### src/rtl/fifo_sync_param.sv
// Parametrised single-clock FIFO with occupancy count, almost-full/empty thresholds,
// overflow/underflow pulses and a selectable standard or first-word-fall-through read port.
module fifo_sync_param #(
  parameter int FIFO_WIDTH      = 8,
  parameter int FIFO_DEPTH      = 16,
  parameter int ALMOST_FULL_TH  = 12,
  parameter int ALMOST_EMPTY_TH = 4,
  parameter int FWFT            = 0
) (
  input  logic                          clk,
  input  logic                          reset,
  input  logic                          write_en,
  input  logic                          read_en,
  input  logic [FIFO_WIDTH-1:0]         data_in,
  output logic [FIFO_WIDTH-1:0]         data_out,
  output logic                          full,
  output logic                          empty,
  output logic                          almost_full,
  output logic                          almost_empty,
  output logic [$clog2(FIFO_DEPTH):0]   count,
  output logic                          overflow,
  output logic                          underflow
);

  localparam int AW = $clog2(FIFO_DEPTH);
  localparam int CW = AW + 1;
  localparam logic [AW:0] DEPTH_C = CW'(FIFO_DEPTH);
  localparam logic [AW:0] AF_C    = CW'(ALMOST_FULL_TH);
  localparam logic [AW:0] AE_C    = CW'(ALMOST_EMPTY_TH);

  logic [FIFO_WIDTH-1:0] mem [FIFO_DEPTH];

  logic [AW:0] wr_ptr_q, wr_ptr_d;
  logic [AW:0] rd_ptr_q, rd_ptr_d;
  logic [AW:0] count_d;
  logic        full_q, empty_q, almost_full_q, almost_empty_q;
  logic        overflow_q, underflow_q;
  logic        push_ok, pop_ok;
  logic [AW-1:0] rd_addr;

  // A write into a full FIFO is still accepted when a pop frees the head slot in the same cycle.
  always_comb begin
    push_ok  = write_en & (~full_q | read_en);
    pop_ok   = read_en & ~empty_q;
    wr_ptr_d = wr_ptr_q + CW'(push_ok);
    rd_ptr_d = rd_ptr_q + CW'(pop_ok);
    count_d  = wr_ptr_d - rd_ptr_d;
  end

  assign rd_addr = rd_ptr_q[AW-1:0];

  always_ff @(posedge clk or posedge reset) begin
    if (reset) begin
      wr_ptr_q       <= '0;
      rd_ptr_q       <= '0;
      full_q         <= 1'b0;
      empty_q        <= 1'b1;
      almost_full_q  <= 1'b0;
      almost_empty_q <= 1'b1;
      overflow_q     <= 1'b0;
      underflow_q    <= 1'b0;
    end else begin
      wr_ptr_q       <= wr_ptr_d;
      rd_ptr_q       <= rd_ptr_d;
      full_q         <= (count_d == DEPTH_C);
      empty_q        <= (count_d == '0);
      almost_full_q  <= (count_d >= AF_C);
      almost_empty_q <= (count_d <= AE_C);
      overflow_q     <= write_en & ~push_ok;
      underflow_q    <= read_en & ~pop_ok;
    end
  end

  // Storage is deliberately left out of reset.
  always_ff @(posedge clk) begin
    if (push_ok) begin
      mem[wr_ptr_q[AW-1:0]] <= data_in;
    end
  end

  generate
    if (FWFT == 0) begin : g_std
      logic [FIFO_WIDTH-1:0] data_out_q;

      always_ff @(posedge clk or posedge reset) begin
        if (reset) begin
          data_out_q <= '0;
        end else if (pop_ok) begin
          data_out_q <= mem[rd_addr];
        end
      end

      assign data_out = data_out_q;
    end else begin : g_fwft
      assign data_out = empty_q ? '0 : mem[rd_addr];
    end
  endgenerate

  assign count        = wr_ptr_q - rd_ptr_q;
  assign full         = full_q;
  assign empty        = empty_q;
  assign almost_full  = almost_full_q;
  assign almost_empty = almost_empty_q;
  assign overflow     = overflow_q;
  assign underflow    = underflow_q;

endmodule

### config.mk
export PLATFORM = sky130hd
export DESIGN_NAME = fifo_sync_param
export DESIGN_NICKNAME = d
export VERILOG_FILES = /design/src/rtl/fifo_sync_param.sv
export SDC_FILE = /design/constraint.sdc
export NUM_CORES = 1
export LEC_CHECK = 0
export BUFFER_PORTS_ARGS = -buffer_cell sky130_fd_sc_hd__buf_2
export CAP_MARGIN = 0
export CORE_ASPECT_RATIO = 0.9
export CORE_MARGIN = 3
export CORE_UTILIZATION = 38
export DETAILED_ROUTE_END_ITERATION = 10
export PLACE_DENSITY_LB_ADDON = 0.3
export SLEW_MARGIN = 20
export SYNTH_ARGS = -nofsm -noshare
export SYNTH_HDL_FRONTEND = slang
export SYNTH_SLANG_ARGS = --single-unit
### constraint.sdc
create_clock -name clk -period 6.4 [get_ports clk]
set_input_delay 1.28 -clock clk [delete_from_list [all_inputs] [get_ports clk]]
set_output_delay 1.28 -clock clk [all_outputs]
set_load 0.1 [all_outputs]
==> key figures <==
Routing
  – Antenna viol nets, final: 0
  – Final WL: 13100 µm
  – Detailed Route Iter0 Violations: 294
  – DR pass1 iterations: 7
  – DR vias/cell: 5.31
  – DRC violations left: 0
  – DR vias: 3385
  – WL/cell: 20.5 µm

Synth
  – Asr flop ratio synth: 0.158
  – Synthesized flop and latch total: 152
  – Post-synth EDFFs: 128
  – Synth area leaders: edfxtp_1 61%, dfrtp_1 8.8%, mux2i_1 5.1%
  – Top FF cell, synth: edfxtp_1
  – Register area share after synthesis: 0.711
  – Area leader, netlist: edfxtp_1
  – Post-synth net total: 410
  – Top-count cell post-synth: edfxtp_1
  – Mapped Cells: 384
  – Mapped Area: 6250 µm²
  – Syn. warnings: 0
  – Post-synth cell types: 36
  – Yosys top cell area share: 0.615
  – Synth Area per Inst: 16.3 µm²
  – Post-synth top cells: 128 x edfxtp_1, 32 x mux2i_1, 22 x dfrtp_1, 19 x nor2_1, 18 x nand2_1

Final layout
  – Reg area: 4450 µm²
  – Multi-input gate area: 1640 µm²
  – Ant. Diodes: 0
  – Fraction of layout cells with a size suffix above 1: 0.188
  – FILL cells: 1367
  – Final nets: 450
  – Area grow syn2layout: 14.8%

Timing
  – RSZ-0062 raised after global routing: no
  – Fin. Hold Viols: 0
  – Final setup viols: 0
  – Final min period: 3.98 ns
  – TNS Setup: 0 ns
  – Max-slew violation count: 0
  – Final Cycle Share: 0.622
  – Clock Skew: 0.0112 ns
  – Slew @ Worst Pin: 0.959 ns
  – Slew margin rel.: 0.358
  – Fmax: 251 MHz

Worst hold path
  – Hold Startpoint: data_out[3]
  – Hold worst-path end: data_out[3]
  – Hold Path Stages: 2
  – Worst hold path class: flop to flop

Die
  – Die W: 141 µm
  – Total core area: 15800 µm²
  – Row cnt: 43
  – Starting Density: 0.397
  – Die ar.: 18000 µm²
  – Die Y: 128 µm
  – Ports: 31

Worst setup path
  – R2r startpoint: rd_ptr_q[0]
  – Setup CP Type: flop to primary output
  – Critical path's slowest cell: dfrtp_1
  – Crit path buffers/inverters: 2
  – CP max FO: 18
  – Worst setup EP type: primary output
  – Crit start category: flop
  – Reg2Reg Depth: 9
  – WP data arrival: 2.70 ns
  – CP delay by family, top: flip-flops
  – R2R Setup Slk: 3.40 ns
  – CP max stage delay: 0.81 ns
  – FF-to-FF End: almost_full
  – Cell breakdown of the critical path: inv_2, ha_1, a21o_1, a21oi_1, xnor2_1, buf_2
  – WP data required: 5.12 ns

CTS
  – Num CTS Buffers: 17
  – Hold Buf Count CTS: 0
  – Worst-Skew Late Latency: 0.42 ns
  – CTS Buffer Depth: 2
  – CTS Sinks: 152
  – H-tree Lvls: 4
  – CTS clk-pin slew, worst paths: 0.06 ns
  – Gates resized, CTS repair: 0
  – Setup Buffers After CTS: 0
  – CTS tree: built
  – CTS root buffer: clkbuf_16

Global routing
  – Largest net degree at the start of global routing: 58
  – Total track usage: 0.155
  – Vias in the first global route: 3522
  – Initial antenna violation count: 0
  – GRT overflow: 0
  – First-pass GRT wire length: 20500 µm

Flow run
  – MaxCap Viol Count: 0

Run status
  – Status: completed

Place
  – Post-DP HPWL: 8690 µm
  – GPL Wtd Cong: 0.774
  – # port buffers: 30
[per-layer routing]
metal  track usage  vias to the layer above  part of all wire
li1              -                     1554                 -
met1         0.214                     1705              0.46
met2         0.234                      111              0.47
met3        0.0530                       15             0.064
met4        0.0507                        0             0.012
met5             0                        -                 0
[kinds of logic (layout without fill, tap and decap cells)]
logic type,count (synthesis),count (layout),synth area share
fa+ha+maj,14,14,0.0304
flops,152,152,0.711
xor+xnor,15,15,0.0210
compound gates,45,45,0.0486
buf+inv,33,85,0.0262
simple gates,73,73,0.0546
mux,52,52,0.108
[stage by stage]
stage	hold WS, ns	cell area [µm²]	std cells	utilization	setup slack (ns)
finish	0.496	7170	638	0.455	2.42
global route	0.511	7170	638	0.455	2.29
CTS	0.498	7170	638	0.455	2.41
detailed placement	0.484	6600	607	0.419	2.60
global placement	0.471	6600	607	0.419	2.71
floorplan	0.504	6250	384	-	2.29
[worst min-delay path, cell delays in order (launching register included)]
cell     delay, ns
dfrtp_1       0.35
nand2_1       0.05
o21ai_1       0.06
[flip-flops by register name (all words and copies together) (netlist names)]
name / flops
mem: 128
data_out: 8
rd_ptr_q: 5
wr_ptr_q: 5
almost_empty: 1
almost_full: 1
empty: 1
full: 1
overflow: 1
underflow: 1
[cell type report]
| cell class | instances | share of cell area |
|---|---|---|
| Sequential cell | 152 | 0.620 |
| Inverter | 19 | 0.00994 |
| Multi-Input combinational cell | 199 | 0.229 |
| Tap cell | 202 | 0.0352 |
| Clock inverter | 14 | 0.0206 |
| Clock buffer | 17 | 0.0593 |
| Timing Repair Buffer | 35 | 0.0262 |
[how the worst max path moves through the flow]
stage / startpoint / end / slack [ns] / cells past startpoint
2_1_floorplan: wr_ptr_q[0] / count[4] / 2.29 / 7
3_3_place_gp: read_en / almost_full / 2.71 / 11
3_5_place_dp: read_en / almost_full / 2.60 / 11
4_1_cts: rd_ptr_q[2] / count[4] / 2.41 / 6
5_1_grt: rd_ptr_q[1] / count[3] / 2.29 / 6
6_report: rd_ptr_q[2] / count[4] / 2.42 / 6
[cell usage in the layout (no fill, tap or decap), types with 6 or more instances in the layout]
cell type / n
edfxtp_1: 128
mux2i_1: 32
buf_2: 30
dfrtp_1: 21
nor2_1: 19
nand2_1: 18
inv_1: 17
clkbuf_16: 17
o22ai_1: 15
nand3_1: 13
ha_1: 12
xnor2_1: 11
a21oi_1: 9
nor3_1: 7
o21ai_1: 7
mux4_2: 6
Power is left out: the tool's default activity adds up to more than one toggle a clock period on the data nets, which glitch-free logic cannot reach.
